$ cat config.mk
export PLATFORM = sky130hd
export DESIGN_NAME = demux7_reg
export DESIGN_NICKNAME = d
export VERILOG_FILES = /design/src/rtl/demux7_reg.sv
export SDC_FILE = /design/constraint.sdc
export NUM_CORES = 1
export LEC_CHECK = 0
export CAP_MARGIN = 20
export CORE_MARGIN = 2
export CORE_UTILIZATION = 33
export DETAILED_ROUTE_END_ITERATION = 12
export PLACE_DENSITY = 0.82
export SLEW_MARGIN = 20
export SYNTH_ARGS = -nofsm -noshare
export SYNTH_HDL_FRONTEND = slang
export SYNTH_SLANG_ARGS = --single-unit
$ cat constraint.sdc
create_clock -name clk -period 1.7 [get_ports clk]
set_input_delay 0.255 -clock clk [delete_from_list [all_inputs] [get_ports clk]]
set_output_delay 0.255 -clock clk [all_outputs]
set_load 0.01 [all_outputs]
$ cat src/rtl/demux7_reg.sv
// demux7_reg: registered 1-to-7 demultiplexer with a valid/ready input and a one-entry output register
//   clk, rst_n           : clock, asynchronous active-low reset
//   in_valid/in_ready, d : producer handshake and data word
//   s                    : destination select; 3'b111 routes to port 0 and sets bad_sel
//   y0..y6, y_valid      : destination data ports and one-hot valid
//   y_ready              : per-destination accept
//   bad_sel              : sticky out-of-range select flag
//   busy                 : holding register occupied
module demux7_reg #(
  parameter int WIDTH = 8
) (
  input  logic             clk,
  input  logic             rst_n,
  input  logic             in_valid,
  output logic             in_ready,
  input  logic [WIDTH-1:0] d,
  input  logic [2:0]       s,
  output logic [WIDTH-1:0] y0,
  output logic [WIDTH-1:0] y1,
  output logic [WIDTH-1:0] y2,
  output logic [WIDTH-1:0] y3,
  output logic [WIDTH-1:0] y4,
  output logic [WIDTH-1:0] y5,
  output logic [WIDTH-1:0] y6,
  output logic [6:0]       y_valid,
  input  logic [6:0]       y_ready,
  output logic             bad_sel,
  output logic             busy
);
  typedef enum logic {EMPTY, FULL} state_t;
  state_t           state_q, state_d;
  logic [WIDTH-1:0] hdata_q, hdata_d;
  logic [2:0]       hdest_q, hdest_d;
  logic             bad_sel_q, bad_sel_d;
  logic             full, drain, acc;
  always_comb begin
    full      = state_q == FULL;
    drain     = full && y_ready[hdest_q];
    in_ready  = !full || drain;
    acc       = in_valid && in_ready;
    state_d   = acc ? FULL : (drain ? EMPTY : state_q);
    hdata_d   = acc ? d : hdata_q;
    hdest_d   = acc ? (s == 3'd7 ? 3'd0 : s) : hdest_q;
    bad_sel_d = bad_sel_q || (acc && s == 3'd7);
  end
  always_ff @(posedge clk or negedge rst_n)
    if (!rst_n) begin
      state_q   <= EMPTY;
      hdata_q   <= '0;
      hdest_q   <= '0;
      bad_sel_q <= 1'b0;
    end else begin
      state_q   <= state_d;
      hdata_q   <= hdata_d;
      hdest_q   <= hdest_d;
      bad_sel_q <= bad_sel_d;
    end
  // hdest_q never holds 7, so the shifted one-hot always fits in 7 bits
  assign y_valid = full ? 7'(7'd1 << hdest_q) : 7'd0;
  assign y0      = y_valid[0] ? hdata_q : '0;
  assign y1      = y_valid[1] ? hdata_q : '0;
  assign y2      = y_valid[2] ? hdata_q : '0;
  assign y3      = y_valid[3] ? hdata_q : '0;
  assign y4      = y_valid[4] ? hdata_q : '0;
  assign y5      = y_valid[5] ? hdata_q : '0;
  assign y6      = y_valid[6] ? hdata_q : '0;
  assign bad_sel = bad_sel_q;
  assign busy    = full;
endmodule

* Yosys cells after proc, flatten, opt, wreduce, memory -nomap -nowiden
Index checks and enable logic that the tools add are counted.
** Word-level totals
- Flip-flop bits (word level) :: 13
- Latch bits :: 0
- RAM bits :: 0
- Bits in read-only memories :: 0
- Input bits :: 21
- Output and inout bits :: 66
- Word-level logic and storage cells :: 27
- Memories :: 0
** Cells by class
- $add $sub $neg :: 0
- $mul :: 0
- Divide/modulo/power cells :: 0
- Magnitude comparators :: 1
- Equality and inequality tests :: 1
- Shift-type cells :: 1
- Mux-type cells :: 13
- Bitwise operators :: 0
- Reduce and logical (&&, ||, !) cells :: 7
** Operator list (count)
- $mux W8 :: 7
- $mux W7 :: 1
- $shl A1 B3 Y7 const A :: 1
- $lt A3 B4 Y1 const B :: 1
- $bmux W1 S3 :: 1
- $eq A3 B3 Y1 const B :: 1
- $logic_and A1 B1 Y1 :: 3
- $mux W1 :: 3
- $mux W3 :: 1
- $logic_or A1 B1 Y1 :: 2
- $reduce_bool A2 Y1 :: 1
- $logic_not A1 Y1 :: 1

* Longest topological paths before layout
- Depth in word-level cells :: 7
- Gate-level depth with buffers :: 5
- Gate-level depth less buffers :: 4

* Worst setup path before layout
OpenSTA, ideal clock, no wires.
- Path kind :: register to output
- Start point :: register state_q, in the netlist busy
- End point :: output y2[0]
- Arrival time :: 1.386 ns
- Required time :: 1.445 ns
- Path slack :: 0.059 ns
- Stages on the path, launching flop included :: 4
- Path buffers :: 0
- Cells stage by stage :: dfrtp_1 nand2_1 nor3_1 and2_1
** Between the ends
- Word-level cells in the longest chain between the ends :: 2
** RTL lines
- start, declared :: line 31 : state_t state_q, state_d;
- start signal, assigned :: line 53 : state_q <= state_d;
- $mux W7 :: line 59 : assign y_valid = full ? 7'(7'd1 << hdest_q) : 7'd0;
- named net y_valid[2] :: line 25 : output logic [6:0] y_valid,
- $mux W8 :: line 62 : assign y2 = y_valid[2] ? hdata_q : '0;
- end, declared :: line 20 : output logic [WIDTH-1:0] y2,
The timed path passes the listed nets, and every way through them passes these cells.

* Worst setup path after layout
- Start point :: register state_q, in the netlist busy
- End point :: output y5[5]
** Between the ends
- Word-level cells in the longest chain between the ends :: 2
** RTL lines
- $mux W7 :: line 59
- $mux W8 :: line 65 : assign y5 = y_valid[5] ? hdata_q : '0;
- end, declared :: line 23 : output logic [WIDTH-1:0] y5,
No other way between the ends.

==> results by group <==
Synthesis
  • Area share of the largest cell type after synthesis: 34.1%
  • Main synth FF type: dfrtp_1
  • Syn_area_per_cell: just over 9 sq um
  • Count leader, synth: and2_1
  • Seq/Total Area, Yosys: between 30% and 40%
  • Leading area contributor after synthesis: and2_1
  • YS warnings: 0
  • Number of flops mapped to enable cells by yosys: 0
  • Top cells by count, synth: 58 x and2_1, 13 x dfrtp_1, 8 x mux2_2
  • Seq cells post-synth: 13
  • Top cells by area, synth: and2_1 34%, dfrtp_1 31%, mux2_2 8.5%, mux2i_1 2.8%, nand2_1 1.8%
  • Synth Net Count: 138
  • FFs w/ async S/R, synth: 100%
  • Count of cell types in the netlist: 28
  • Mapped Area: ~0.0011 sq mm
  • Cells after Synth: 117

Detailed routing
  • DRC: 0
  • First drt pass iteration count: 4
  • Vias per inst: 5.08
  • WL/cell: 21.1 microns
  • Detailed Route Iter0 Violations: 70
  • Routed WL: 6420 microns
  • Final ANT Viol Nets: 0
  • Vias: 1,548

Clock network
  • Clock Tree Buf Depth: 2
  • CTS Buf Count: 3
  • Clk slew on worst S/H paths: 70 ps
  • Clock sinks: 13
  • Clock latency on the worst-skew pair: approximately 260 ps
  • Clock Tree Root: clkbuf_4
  • CTS tree: yes
  • H-tree depth: 1

STA
  • Setup violations, final: between 70 and 80
  • RSZ-0062 raised after global routing: true
  • Slew @ Worst Pin: 557 ps
  • Final Skew: 3.42 ps
  • Fin Hold WS: ~350 ps
  • Max-slew violation count: 0
  • Fin crit period: 1920 ps
  • Post-route setup slack: -219 ps
  • Fmax: between 500 and 600 MHz
  • Slew HR: a little over three fifths
  • Final hold violations: 0
  • Final worst path period share: 113%

Place
  • Placed Cells incl. Taps: approximately 270
  • Routability cong.: between 0.8 and 0.9
  • I/O Buffers: 86
  • Dpl hpwl: a little over 3000 microns

Global routing
  • Total track usage: 27.3%
  • Initial antenna violation count: 0
  • Grt met1 use: roughly 28%
  • Busiest grt layer: met2
  • GR met3 Demand/Resource: between 4 and 5%
  • First-pass GRT wire length: 7370 microns
  • Largest net degree at the start of global routing: 14
  • Grt ovf: 0
  • Met2 Use GR: a little over half
  • Vias in the first global route: approximately 1,500

Worst setup path
  • Critical path arrival: ~1700 ps
  • R2R setup slack: -160 ps
  • CP Capture Type: output port
  • Worst-path fanout max: 5
  • CP Launch Type: register
  • Worst r2r src: busy
  • R2r endpoint: hdest_q[0]
  • R2R cell count: 8
  • Required time worst endpoint: between 1000 and 1500 ps
  • Critical Path Start: busy
  • CP dominant cell by count: buf_6
  • Slowest cell on crit path: dfrtp_1
  • CP Cell Sequence: buf_6 > nand2b_4 > buf_6 > nor2_4 > buf_6 > buf_6 > and2_1 > buf_6
  • Critical path class: reg -> out
  • Worst setup endpoint: y5[5]
  • CP max stage delay: between 400 and 500 ps

Layout
  • Layout Cells excl Fill: between 300 and 400
  • Final nets: roughly 280
  • Core Util, Final: around nine tenths
  • Layout cells sized above 1: roughly three quarters
  • Syn-to-layout area delta: 160%
  • Antenna cell count: 0

Floorplan
  • # IOs: a little under 90
  • Starting density of the core: a little over a third
  • Die width: 60.8 microns
  • Total die area: approximately 0.0037 sq mm
  • Rows: 20
  • Core footprint: 0.00305 sq mm
  • Die Ht: about 61 microns

Min path
  • Worst min path class: in -> async

Flow run
  • Maxcap violations: 0

Run status
  • Status: finished with violations
  • Failing checks: setup timing

Power and ir drop
  • Leakage: approximately 1.3 nW
  • Pwr dens: 1640 mW/mm^2
  • Max IR drop VDD: 1.16 mV
  • Overall Power: approximately 4.5 mW
==> placed cells by master (no fill, tap or decap), drive strengths merged, types with 2 or more instances in the layout <==
master,Yosys,layout
nor2,5,5
nand2b,3,3
a21boi,2,2
nand3,2,3
buf,3,110
mux2i,3,3
nor3,2,2
dfrtp,13,13
and2,58,58
clkbuf,0,6
clkdlybuf4s15,0,9
nand2,5,5
clkdlybuf4s50,0,21
mux2,9,9
==> registers in the layout, indices dropped and copies added, names as in the netlist <==
signal,count
busy,1
hdest_q,3
bad_sel,1
hdata_q,8
==> how the worst min path moves through the flow <==
stage / startpoint / end / slack, ps / cells past startpoint
floorplan: rst_n / bad_sel / -40 / 0
global placement: bad_sel / bad_sel / 450 / 1
detailed placement: bad_sel / bad_sel / 460 / 1
CTS: rst_n / hdata_q[5] / 350 / 1
global route: rst_n / hdata_q[7] / 390 / 1
finish: rst_n / hdata_q[1] / 350 / 1
==> where the power goes <==
| group | switching, mW | internal, mW | total, mW |
|---|---|---|---|
| Sequential | 0.339 | 0.467 | 0.806 |
| Combinational | 1.42 | 2.13 | 3.55 |
| Clock | 0.0862 | 0.0907 | 0.177 |
| Total | 1.84 | 2.68 | 4.53 |
==> area by class of cell <==
type | instances | area [sq um]
Clock buffer | 4 | 26.3
Fill cell | 111 | 289
Inverter | 1 | 3.75
Multi-Input combinational cell | 101 | 941
Sequential cell | 13 | 329
Tap cell | 44 | 55.1
Timing Repair Buffer | 142 | 1410
==> per-layer routing <==
metal	share of wire (%)	up-vias	wire length, microns
li1	-	679	-
met1	37	738	2350
met2	51	99	3270
met3	7.4	32	474
met4	5.1	0	327
met5	0	-	0
==> worst max-delay path: cells and delay by family (launching register included) <==
| kind | cells | cell delay, ps |
|---|---|---|
| flops | 1 | 440 |
| buf+inv | 5 | 620 |
| simple gates | 3 | 350 |
==> metrics by stage <==
step / worst slack (ps) / cell area [sq um] / TNS [ps]
finish: -219 / 2760 / -9370
global route: -294 / 2760 / -13880
CTS: -176 / 2510 / -4770
detailed placement: -306 / 2130 / -9880
global placement: -278 / 2130 / -7740
floorplan: 58.9 / 1060 / 0
==> timing repair <==
action | CTS | global route
endpoints found under the setup margin | 73 | 76
resized for setup | 298 | 102
setup buffers | 27 | 9
pin swaps | 12 | 7
hold buffers | 0 | 0
cloned | 4 | 0
==> cell families after synthesis <==
family	count (synthesis)	share of synthesized area, %
AO/OA/AOI/OAI	9	7.88
buffers and inverters	4	2.59
flip-flops	13	30.6
multiplexers	12	12.7
AND/OR/NAND/NOR	79	46.2
(Power assumes the default switching activity.)
